### src/rtl/mem_access_unit_if.sv
// mem_access_unit_if
// Bundles the execute-stage request/response handshake and the word-wide
// data-memory port of mem_access_unit. The slave modport is the unit itself.
// The master modport is its environment: the requester plus the memory,
// which returns mem_rdata.
interface mem_access_unit_if #(
    parameter int WIDTH      = 32,
    parameter int ADDR_WIDTH = 10
);
    // Request channel, accepted only while req_ready is high.
    logic                  req_valid;
    logic                  req_ready;
    logic                  req_write;
    logic [1:0]            req_size;
    logic                  req_signed;
    logic [31:0]           req_addr;
    logic [WIDTH-1:0]      req_wdata;

    // Completion pulse. There is no backpressure.
    logic                  resp_valid;
    logic [WIDTH-1:0]      resp_rdata;
    logic                  resp_fault;

    // Word-wide memory port. Read data arrives one cycle after the read.
    logic                  mem_mode;
    logic [ADDR_WIDTH-1:0] mem_addr;
    logic [WIDTH-1:0]      mem_wdata;
    logic [WIDTH-1:0]      mem_rdata;

    modport master (
        output req_valid, req_write, req_size, req_signed, req_addr, req_wdata,
        input  req_ready,
        input  resp_valid, resp_rdata, resp_fault,
        input  mem_mode, mem_addr, mem_wdata,
        output mem_rdata
    );

    modport slave (
        input  req_valid, req_write, req_size, req_signed, req_addr, req_wdata,
        output req_ready,
        output resp_valid, resp_rdata, resp_fault,
        output mem_mode, mem_addr, mem_wdata,
        input  mem_rdata
    );
endinterface

### src/rtl/mem_access_unit.sv
// mem_access_unit
// Load/store sequencer in front of the word-wide data memory.
// - Byte and halfword loads select a little-endian lane, then sign- or
//   zero-extend it.
// - Sub-word stores become a read-modify-write on the memory port.
// - Misaligned or illegal-size requests fault without a memory cycle.
module mem_access_unit #(
    parameter int WIDTH      = 32,
    parameter int ADDR_WIDTH = 10
) (
    input  logic             clk,
    input  logic             reset,
    mem_access_unit_if.slave bus
);

    localparam logic [2:0] S_IDLE    = 3'd0;
    localparam logic [2:0] S_RD      = 3'd1;
    localparam logic [2:0] S_RD_WAIT = 3'd2;
    localparam logic [2:0] S_WR      = 3'd3;
    localparam logic [2:0] S_RESP    = 3'd4;

    localparam logic [1:0] SZ_BYTE = 2'b00;
    localparam logic [1:0] SZ_HALF = 2'b01;
    localparam logic [1:0] SZ_WORD = 2'b10;

    logic [2:0]            r_state;
    logic [ADDR_WIDTH-1:0] r_addr;
    logic [1:0]            r_lane;
    logic [1:0]            r_size;
    logic                  r_signed;
    logic                  r_write;
    logic [WIDTH-1:0]      r_wdata;
    logic [WIDTH-1:0]      r_mem_wdata;
    logic [WIDTH-1:0]      r_resp_rdata;
    logic                  r_resp_fault;

    logic                  w_fault;
    logic [4:0]            w_shift;
    logic [WIDTH-1:0]      w_lane_data;
    logic [WIDTH-1:0]      w_load_data;
    logic [WIDTH-1:0]      w_mask;
    logic [WIDTH-1:0]      w_merged;
    logic                  w_unused_addr;

    // Address bits above the memory range wrap. They are gathered here so
    // that dropping them is explicit.
    assign w_unused_addr = &{1'b0, bus.req_addr[31:ADDR_WIDTH+2]};

    // Alignment check on the live request. It is only used at accept.
    assign w_fault = (bus.req_size == 2'b11)
                   || ((bus.req_size == SZ_HALF) && bus.req_addr[0])
                   || ((bus.req_size == SZ_WORD) && (bus.req_addr[1:0] != 2'b00));

    // Lane position in bits. Words are aligned, so their shift is 0.
    assign w_shift     = {r_lane, 3'b000};
    assign w_lane_data = bus.mem_rdata >> w_shift;

    // Sub-word store merge: replace the selected lane, keep the other bytes.
    assign w_mask   = ((r_size == SZ_BYTE) ? 32'h0000_00FF : 32'h0000_FFFF) << w_shift;
    assign w_merged = (bus.mem_rdata & ~w_mask) | ((r_wdata << w_shift) & w_mask);

    // Load result: the extracted lane, extended according to the signed flag.
    always_comb begin
        // NOTE: default first so every path assigns and no latch is inferred.
        w_load_data = w_lane_data;
        case (r_size)
            SZ_BYTE: w_load_data = {{24{r_signed & w_lane_data[7]}},  w_lane_data[7:0]};
            SZ_HALF: w_load_data = {{16{r_signed & w_lane_data[15]}}, w_lane_data[15:0]};
            default: w_load_data = w_lane_data;
        endcase
    end

    // Sequencer state, latched request and registered response.
    always_ff @(posedge clk or posedge reset) begin
        if (reset) begin
            r_state      <= S_IDLE;
            r_addr       <= '0;
            r_lane       <= 2'b00;
            r_size       <= 2'b00;
            r_signed     <= 1'b0;
            r_write      <= 1'b0;
            r_wdata      <= '0;
            r_mem_wdata  <= '0;
            r_resp_rdata <= '0;
            r_resp_fault <= 1'b0;
        end else begin
            // NOTE: non-blocking assignments. Every register updates from
            // the pre-edge values, whatever the statement order.
            case (r_state)
                S_IDLE: begin
                    if (bus.req_valid) begin
                        r_addr   <= bus.req_addr[ADDR_WIDTH+1:2];
                        r_lane   <= bus.req_addr[1:0];
                        r_size   <= bus.req_size;
                        r_signed <= bus.req_signed;
                        r_write  <= bus.req_write;
                        r_wdata  <= bus.req_wdata;
                        if (w_fault) begin
                            r_resp_rdata <= '0;
                            r_resp_fault <= 1'b1;
                            r_state      <= S_RESP;
                        end else if (bus.req_write && (bus.req_size == SZ_WORD)) begin
                            r_mem_wdata <= bus.req_wdata;
                            r_state     <= S_WR;
                        end else begin
                            r_state <= S_RD;
                        end
                    end
                end
                S_RD: r_state <= S_RD_WAIT;
                S_RD_WAIT: begin
                    if (r_write) begin
                        r_mem_wdata <= w_merged;
                        r_state     <= S_WR;
                    end else begin
                        r_resp_rdata <= w_load_data;
                        r_resp_fault <= 1'b0;
                        r_state      <= S_RESP;
                    end
                end
                S_WR: begin
                    r_resp_rdata <= '0;
                    r_resp_fault <= 1'b0;
                    r_state      <= S_RESP;
                end
                S_RESP:  r_state <= S_IDLE;
                default: r_state <= S_IDLE;
            endcase
        end
    end

    // NOTE: the strobes are decoded from state rather than registered.
    // Asserting reset therefore drops mem_mode at once, and a pending
    // read-modify-write never reaches the memory.
    assign bus.req_ready  = (r_state == S_IDLE);
    assign bus.resp_valid = (r_state == S_RESP);
    assign bus.mem_mode   = (r_state == S_WR);
    assign bus.mem_addr   = r_addr;
    assign bus.mem_wdata  = r_mem_wdata;
    assign bus.resp_rdata = r_resp_rdata;
    assign bus.resp_fault = r_resp_fault;

endmodule

### src/flat_wrapper.sv
// flat-port wrapper written by rule: the top's interface ports become plain ports
module mem_access_unit_flat 
#(
    parameter int WIDTH      = 32,
    parameter int ADDR_WIDTH = 10
)
  (clk, reset, bus_req_valid, bus_req_write, bus_req_size, bus_req_signed, bus_req_addr, bus_req_wdata, bus_req_ready, bus_resp_valid, bus_resp_rdata, bus_resp_fault, bus_mem_mode, bus_mem_addr, bus_mem_wdata, bus_mem_rdata);
  mem_access_unit_if #(.WIDTH(WIDTH), .ADDR_WIDTH(ADDR_WIDTH)) bus_i ();
  input  logic clk;
  input  logic reset;
  input wire logic [$bits(bus_i.req_valid)-1:0] bus_req_valid;
  input wire logic [$bits(bus_i.req_write)-1:0] bus_req_write;
  input wire logic [$bits(bus_i.req_size)-1:0] bus_req_size;
  input wire logic [$bits(bus_i.req_signed)-1:0] bus_req_signed;
  input wire logic [$bits(bus_i.req_addr)-1:0] bus_req_addr;
  input wire logic [$bits(bus_i.req_wdata)-1:0] bus_req_wdata;
  output wire logic [$bits(bus_i.req_ready)-1:0] bus_req_ready;
  output wire logic [$bits(bus_i.resp_valid)-1:0] bus_resp_valid;
  output wire logic [$bits(bus_i.resp_rdata)-1:0] bus_resp_rdata;
  output wire logic [$bits(bus_i.resp_fault)-1:0] bus_resp_fault;
  output wire logic [$bits(bus_i.mem_mode)-1:0] bus_mem_mode;
  output wire logic [$bits(bus_i.mem_addr)-1:0] bus_mem_addr;
  output wire logic [$bits(bus_i.mem_wdata)-1:0] bus_mem_wdata;
  input wire logic [$bits(bus_i.mem_rdata)-1:0] bus_mem_rdata;
  assign bus_i.req_valid = bus_req_valid;
  assign bus_i.req_write = bus_req_write;
  assign bus_i.req_size = bus_req_size;
  assign bus_i.req_signed = bus_req_signed;
  assign bus_i.req_addr = bus_req_addr;
  assign bus_i.req_wdata = bus_req_wdata;
  assign bus_req_ready = bus_i.req_ready;
  assign bus_resp_valid = bus_i.resp_valid;
  assign bus_resp_rdata = bus_i.resp_rdata;
  assign bus_resp_fault = bus_i.resp_fault;
  assign bus_mem_mode = bus_i.mem_mode;
  assign bus_mem_addr = bus_i.mem_addr;
  assign bus_mem_wdata = bus_i.mem_wdata;
  assign bus_i.mem_rdata = bus_mem_rdata;
  mem_access_unit #(.WIDTH(WIDTH), .ADDR_WIDTH(ADDR_WIDTH)) u_core (.clk(clk), .reset(reset), .bus(bus_i));
endmodule
### config.mk
export PLATFORM = sky130hd
export DESIGN_NAME = mem_access_unit_flat
export DESIGN_NICKNAME = d
export VERILOG_FILES = /design/src/rtl/mem_access_unit_if.sv /design/src/rtl/mem_access_unit.sv /design/src/flat_wrapper.sv
export SDC_FILE = /design/constraint.sdc
export NUM_CORES = 1
export LEC_CHECK = 0
export CAP_MARGIN = 25
export CORE_ASPECT_RATIO = 0.8
export CORE_UTILIZATION = 35
export CTS_CLUSTER_DIAMETER = 100
export DETAILED_ROUTE_END_ITERATION = 10
export PLACE_DENSITY_LB_ADDON = 0.25
export SYNTH_ARGS = -nofsm -noshare
export SYNTH_HDL_FRONTEND = slang
export SYNTH_SLANG_ARGS = --single-unit
### constraint.sdc
create_clock -name clk -period 4 [get_ports clk]
set_clock_uncertainty 0.1 [all_clocks]
set_input_delay 0.6 -clock clk [delete_from_list [all_inputs] [get_ports clk]]
set_output_delay 0.6 -clock clk [all_outputs]
set_load 0.005 [all_outputs]
Word-level counts from Yosys, hierarchy flattened:

Index checks and enable logic that the tools add are counted.

* word-level logic and storage cells: 66
* flip-flop bits (word level): 116
* output and inout bits: 78

* eq/ne operators: 14
* bitwise operators: 6
* muxes and demuxes: 20
* reductions and logical operators: 13
* shifts and indexed selects: 3

Operators by type and width (count)
* 2-to-1 mux 32 bit: 7
* one-hot mux 32 bit (2 select lines): 2
* one-hot mux 32 bit (3 select lines): 1
* bitwise AND 32 bit: 2
* << shifter 32 x 5 -> 32 bit: 2
* inverter 32 bit: 1
* bitwise OR 32 bit: 1
* right shift 32 x 5 -> 32 bit: 1
* 2-to-1 mux 16 bit: 1
* one-hot mux 3 bit (4 select lines): 1
* 2-to-1 mux 3 bit: 3
* equality test 3 x 2 -> 1 bit (second input constant): 2
* != test 2 x 1 -> 1 bit (second input constant): 3
* != test 2 bit (second input constant): 3
* AND reduction 5 bit: 1
* equality test 2 x 1 -> 1 bit (second input constant): 2
* equality test 2 bit (second input constant): 2
* AND reduction 4 bit: 1
* nonzero test 2 bit: 2
* equality test 3 x 1 -> 1 bit (second input constant): 1
* equality test 3 bit (second input constant): 1
* logical AND 1 bit: 3
* zero test 3 bit: 1
* 2-to-1 mux 1 bit: 3
* other kinds (7): 9

Depth between registers and ports, before layout:

Gate-level depths: netlist of run 1.

* depth in word-level cells: 8
* mapped depth: 7

Least setup slack after synthesis of run 1:

OpenSTA, ideal clock, no wires.

* kind: in2reg
* start point: in bus_req_size[0]
* end point: reg u_core.r_mem_wdata[0], in the netlist u_core.bus.mem_wdata[0]
* setup slack: 1.718 ns
* stages: 5
* required time: 3.775 ns
* library setup time: 0.125 ns
* arrival time: 2.058 ns
* path through: or2_1 o41ai_4 and2_1 buf_4 mux2_2

* word-level cells in the longest chain between the ends: 6
* elaborated cells between the ends (all ways): 11

Ends and longest elaborated chain
* start: declaration: RTL line flat_wrapper.sv:13 `input wire logic [$bits(bus_i.req_size)-1:0] bus_req_size;`
* equality test 2 x 1 -> 1 bit: RTL line mem_access_unit.sv:51 `|| ((bus.req_size == SZ_HALF) && bus.req_addr[0])`
* logical AND 1 bit: RTL line mem_access_unit.sv:51
* logical OR 1 bit: RTL line mem_access_unit.sv:51
* logical OR 1 bit: RTL line mem_access_unit.sv:52 `|| ((bus.req_size == SZ_WORD) && (bus.req_addr[1:0] != 2'b00));`
* != test 2 bit (no line)
* AND reduction 5 bit (no line) (*)
* end signal: assignment: RTL line mem_access_unit.sv:103 `r_mem_wdata <= bus.req_wdata;`
* end signal: assignment: RTL line mem_access_unit.sv:113 `r_mem_wdata <= w_merged;`
* end: declaration: RTL line mem_access_unit.sv:33 `logic [WIDTH-1:0] r_mem_wdata;`

Mark *: on every way between the ends. The rest lies on a longest branch, timed or not.
A chain may end at the register's enable or synchronous reset.

Worst setup path after layout of run 1:

* start point: reg u_core.r_state[1]
* end point: reg u_core.r_resp_rdata[29], in the netlist u_core.bus.resp_rdata[29]

* word-level cells in the longest chain between the ends: 3
* elaborated cells between the ends (all ways): 9

Ends and longest elaborated chain
* start: declaration: RTL line mem_access_unit.sv:26 `logic [2:0] r_state;`
* start signal: assignment: RTL line mem_access_unit.sv:76 `r_state <= S_IDLE;`
* start signal: assignment: RTL line mem_access_unit.sv:101 `r_state <= S_RESP;`
* start signal: assignment: RTL line mem_access_unit.sv:104 `r_state <= S_WR;`
* equality test 3 x 2 -> 1 bit / zero test 3 bit (equally long branches): RTL line mem_access_unit.sv:89 `case (r_state)`
* != test 2 bit (no line), or another cell as far along
* AND reduction 4 bit (no line)
* end signal: assignment: RTL line mem_access_unit.sv:116 `r_resp_rdata <= w_load_data;`
* end: declaration: RTL line mem_access_unit.sv:34 `logic [WIDTH-1:0] r_resp_rdata;`

Parallel ways exist; a longest one is shown, timed or not.

==> metrics.txt, run 1 <==
Peak Freq=0.370 GHz; final instance area=0.00729 sq mm; Worst-Margin Slew=1.03 ns; period utilization=67.5%; area delta synth->final=39.3%; mux cell area share after synthesis=16.4%; min Tclk post-route=2.70 ns; Initial DRC Count=420; most frequent cells in the layout=clkdlybuf4s50_1, dfrtp_1, nand2_1; top_reg_cell synth=dfrtp_1; Worst EP arrival=2.88 ns; # setup viols final=0; Die Height=111 um; fill count=1,296; delay-heaviest family, CP=simple AND/OR/NAND/NOR gates; clock transition at the registers of the reported paths=0.07 ns; Lkg Pwr=2.95 nW; maximum clock path buffer count=2; TritonCTS Buffers=9; Power Density=761 mW/mm^2; Worst VDD drop=0.329 mV; Post-Synth Simple-Gate Area=11.2%; Mapped Cells=481; reg2reg setup slack=1.30 ns; Yosys reg bits=100; Slowest-stage cell, CP=nor3_1; clk root buf=clkbuf_16; Worst setup SP type=flip-flop; Required @ worst endpoint=4.18 ns; Initial Utilization=36.2%; critical path class=reg2reg; post-cts hold buffer count=0; Synth Area in XOR/XNOR=0%; Max Slew Vio Count=0; hpwl dp=12.5 mm; most common cell after layout, fill and taps aside=clkdlybuf4s50_1; Post-synth EDFFs=0; cells along the critical path=nor4b_4 -> nand2_1 -> nor3_1 -> a221o_1; final WL=17.1 mm; FF-to-FF End=u_core.bus.resp_rdata[29]; share of layout cells above drive strength 1=15.1%; initial antenna violation count=0; router iterations before antenna repair=10; global-route wire length before repair=26.7 mm; CTS tree=done; nets=727; DRC=12; post-synth cell types=48; Wirelength per Cell=21.0 um; crit path from=u_core.r_state[1]; synth warn=0; setup TNS=0 ns; Die Width=139 um; slowest stage delay, CP=0.81 ns; fin cells=812; Placer Congestion=0.904; total track usage=22.6%; Synth Area in Compound Gates=20.5%; FF-to-FF path depth=4; hold slack=0.393 ns; cell area after synthesis=0.00523 sq mm; row count=39; Vias/cell=5.73; largest net degree at the start of global routing=52; Core Area=0.0144 sq mm; Syn Area/Cell=10.9 sq um; post_cts resized=0; Antenna diodes=0; IO Pins=181; Worst Setup EP=u_core.bus.resp_rdata[29]; DR vias=4,650; CP bufs+invs=0; area post-placement=0.00699 sq mm; crit-path max FO=13; max_slew headroom=30.6%; htree depth=3; failing checks=design-rule violations; number of global-route vias before repair=4,615; Overflow after GRT=0; max_cap viols=0; Synth Net Count=584; Worst Hold Class=reg2reg; Clk Latency, worst-skew pair=0.35 ns; unrepaired setup endpoints after global routing=no; CP Depth=4; fraction of registers with async set/reset=100%; CP Capture Type=flip-flop; Final Hold Viols=0; die area=0.0154 sq mm; status=finished, violations left; synthesized-area fraction occupied by adder cells=0%; Post-CTS Setup Bufs=0; ANT nets after route=0; worst r2r src=u_core.r_state[1]; Placed Cells=796; main combinational cell family by area after synthesis=compound AO/OA/AOI/OAI gates; post-synthesis sequential area ratio=47.8%; Port Buf Inserts=160; CTS Sinks=100
[per-stage QoR]
step	power (mW)	util, %	worst slack, ns
2_1_floorplan	3.41	-	0.681
3_3_place_gp	4.57	48.4	1.11
3_5_place_dp	4.63	48.4	1.06
4_1_cts	5.55	50.4	1.37
5_1_grt	5.89	50.5	1.10
6_report	5.55	50.5	1.30
[flip-flops by register name, summed over array words and instances, names as in the netlist, 2 cells and up]
signal                 count
u_core.bus.mem_addr       10
u_core.bus.mem_wdata      32
u_core.bus.resp_rdata     32
u_core.r_lane              2
u_core.r_size              2
u_core.r_state             3
u_core.r_wdata            16
[layer usage]
layer,GRT usage (%),share of wire (%),vias up
li1,-,-,2101
met1,33.4,46,2316
met2,32.5,43,207
met3,4.99,8.0,26
met4,7.70,2.3,0
met5,0,0,-
[how the worst min path moves through the flow]
stage                                    startpoint                         to  slack (ns)  cells past startpoint
after CTS                 u_core.bus.resp_rdata[15]  u_core.bus.resp_rdata[15]        0.40                      1
after global routing          u_core.bus.resp_fault      u_core.bus.resp_fault        0.41                      1
final                         u_core.bus.resp_fault      u_core.bus.resp_fault        0.39                      1
after detailed placement  u_core.bus.resp_rdata[15]  u_core.bus.resp_rdata[15]        0.38                      1
after floorplan               u_core.bus.resp_fault      u_core.bus.resp_fault        0.37                      1
after global placement     u_core.bus.resp_rdata[3]   u_core.bus.resp_rdata[3]        0.38                      1
[area by class of cell]
cell class | count | area [sq um] | area share (%)
multi-input cells | 334 | 2530 | 34.7
flip-flops and latches | 100 | 2500 | 34.3
repair buffers | 172 | 1710 | 23.4
clock buffers | 11 | 243 | 3.33
well taps | 184 | 230 | 3.16
clock inverters | 4 | 50.0 | 0.687
inverters | 7 | 28.8 | 0.395
[synth_stat cells, drive strengths merged (2+ instances only)]
library cell | number | area (sq um)
dfrtp | 100 | 2500
nand2 | 55 | 206
mux2 | 50 | 563
a31oi | 32 | 200
a21oi | 27 | 135
mux2i | 25 | 250
clkbuf | 21 | 78.8
o21ai | 21 | 105
buf | 19 | 104
a221o | 16 | 169
nand2b | 10 | 62.6
o211ai | 9 | 67.6
nand3b | 8 | 60.1
nor4 | 8 | 50.1
o2111ai | 8 | 76.3
a22o | 7 | 61.3
inv | 7 | 26.3
nor2 | 7 | 26.3
nor3 | 6 | 30.0
o2bb2ai | 6 | 52.6
a221oi | 5 | 43.8
nor2b | 5 | 31.3
a32o | 3 | 30.0
or2 | 3 | 18.8
a211o | 2 | 17.5
a21boi | 2 | 15.0
a21o | 2 | 15.0
and2 | 2 | 12.5
and3 | 2 | 12.5
mux4 | 2 | 45.0
nor4b | 2 | 47.6
[where the power goes]
group | total (mW) | internal [mW] | switching, mW
registers | 1.89 | 1.45 | 0.439
logic | 2.77 | 1.47 | 1.30
clock network | 0.886 | 0.498 | 0.388
total | 5.55 | 3.42 | 2.13
[kinds of logic after synthesis]
logic type	Yosys count
AOI/OAI and AO/OA	146
and+or+nand+nor	111
DFF	100
muxes	77
buffers and inverters	47
[worst register-to-register path, delay by kind of cell (launching register included)]
family | cells | cell delay, ns
AO/OA/AOI/OAI | 1 | 0.29
flip-flops | 1 | 0.66
AND/OR/NAND/NOR | 3 | 1.58
No activity file was read; power rests on OpenSTA's default activity.
==> run 2: changes to the inputs <==
==> constraint.sdc (replaced) <==
create_clock -name clk -period 2.5 [get_ports clk]
set_clock_uncertainty 0.1 [all_clocks]
set_input_delay 0.375 -clock clk [delete_from_list [all_inputs] [get_ports clk]]
set_output_delay 0.375 -clock clk [all_outputs]
set_load 0.005 [all_outputs]
==> run 2 against run 1 <==
Compared with the run above: the flow still finishes with violations (design-rule violations); die area unchanged; power grew 64%; sequential power up 57%; critical path depth is 1 lower; final area is 2.4% higher; via count increased by 1.2%; setup slack worse by 1.2 ns; routed wire length grew 1.3%; clock power is 70% higher; global-route usage up 0.54 points; non-clock buffer count increased by 15; critical endpoint is now bus_resp_valid.
==> metrics.txt, run 2 (same netlist as run 1, synthesis figures left out) <==
Worst Hold Class=reg2reg; status=finished, violations left; initial antenna violation count=0; Worst VDD drop=0.554 mV; Worst EP arrival=1.88 ns; Die Height=111 um; Worst setup SP type=flip-flop; post-cts hold buffer count=0; reg2reg setup slack=0.37 ns; Vias/cell=5.68; Net Sw Power=3.43 mW; Power Density=1220 mW/mm^2; unrepaired setup endpoints after global routing=no; most common cell after layout, fill and taps aside=clkdlybuf4s50_1; crit path from=u_core.r_state[2]; Initial DRC Count=501; post_cts resized=0; max_cap viols=0; Initial Utilization=36.2%; setup TNS=0 ns; final instance area=0.00746 sq mm; Core Area=0.0144 sq mm; cells along the critical path=inv_1 -> nor3_1 -> clkdlybuf4s50_1; delay-heaviest family, CP=buffers and inverters; CTS Sinks=100; worst r2r src=u_core.r_lane[0]; global-route wire length before repair=27.6 mm; CP Depth=3; critical path class=reg2out; failing checks=design-rule violations; min Tclk post-route=2.35 ns; total track usage=23.1%; sw frac=37.6%; FF-to-FF path depth=4; slowest stage delay, CP=0.57 ns; final WL=17.3 mm; DRC=12; share of layout cells above drive strength 1=17.1%; DR vias=4,705; Clk pwr share=16.6%; max_slew headroom=38.7%; Design Power=9.13 mW; Antenna diodes=0; P_int=5.70 mW; ANT nets after route=0; Lkg Pwr=3.05 nW; die area=0.0154 sq mm; period utilization=94.0%; largest net degree at the start of global routing=101; fin util=51.7%; area post-placement=0.00714 sq mm; hold slack=0.384 ns; Peak Freq=0.425 GHz; Overflow after GRT=0; number of global-route vias before repair=4,918; clk root buf=clkbuf_16; TritonCTS Buffers=9; # setup viols final=0; nets=742; Clk Latency, worst-skew pair=0.35 ns; CP Capture Type=output pin; clock transition at the registers of the reported paths=0.07 ns; most frequent cells in the layout=clkdlybuf4s50_1, dfrtp_1, nand2_1; Placer Congestion=0.885; FF-to-FF End=u_core.bus.mem_wdata[3]; Post-CTS Setup Bufs=0; IO Pins=181; CP bufs+invs=2; Final Hold Viols=0; crit-path max FO=8; CTS tree=done; Comb pwr share=50.9%; router iterations before antenna repair=8; Port Buf Inserts=160; Worst Setup EP=bus_resp_valid; Reg power frac=32.5%; Slowest-stage cell, CP=dfrtp_1; Wirelength per Cell=20.9 um; Required @ worst endpoint=2.03 ns; maximum clock path buffer count=2; Die Width=139 um; hpwl dp=12.7 mm; area delta synth->final=42.6%; row count=39; Max Slew Vio Count=0; Worst-Margin Slew=0.916 ns; htree depth=3
## run 2: power by group through the flow
stage	sequential, mW	clock, mW	combinational, mW
3_5_place_dp	2.97	0	4.62
4_1_cts	2.96	1.54	4.64
6_report	2.97	1.51	4.65
3_3_place_gp	2.96	0	4.52
5_1_grt	3.06	1.61	5.02
2_1_floorplan	2.76	0	2.69
## run 2: metrics by stage
step	cells	setup slack, ns
after floorplan	481	0.443
after global placement	812	0.0897
after detailed placement	812	0.0586
after CTS	828	0.152
after global routing	828	0.00969
final	828	0.149
## run 2: worst register-to-register path, stage by stage, from the launching register on
cell and delay, ns:
dfrtp_1 0.52, nor2_1 0.77, mux2i_1 0.27, o21ai_0 0.10, mux2_2 0.27
## run 2: per-layer routing
metal	part of all wire [%]	track usage, %	wire length [um]	vias to the layer above
met4	1.2	5.93	210	0
met1	45	32.7	7870	2333
li1	-	-	-	2128
met2	45	35.5	7730	225
met3	8.7	5.81	1500	19
met5	0	0	0	-
## run 2: layout make-up
class,count,area [sq um]
fill,1299,6980
multi-input combinational,334,2530
sequential,100,2500
timing repair buffer,187,1850
clock buffer,12,246
tap,184,230
clock inverter,4,72.6
inverter,7,30.0
## run 2: how the worst min path moves through the flow
stage,to,depth (start not counted),startpoint,slack (ns)
6_report,u_core.bus.resp_fault,1,u_core.bus.resp_fault,0.38
5_1_grt,u_core.bus.resp_fault,1,u_core.bus.resp_fault,0.42
4_1_cts,u_core.bus.resp_fault,1,u_core.bus.resp_fault,0.39
3_5_place_dp,u_core.bus.resp_fault,1,u_core.bus.resp_fault,0.38
3_3_place_gp,u_core.bus.resp_fault,1,u_core.bus.resp_fault,0.38
2_1_floorplan,u_core.bus.resp_fault,1,u_core.bus.resp_fault,0.37
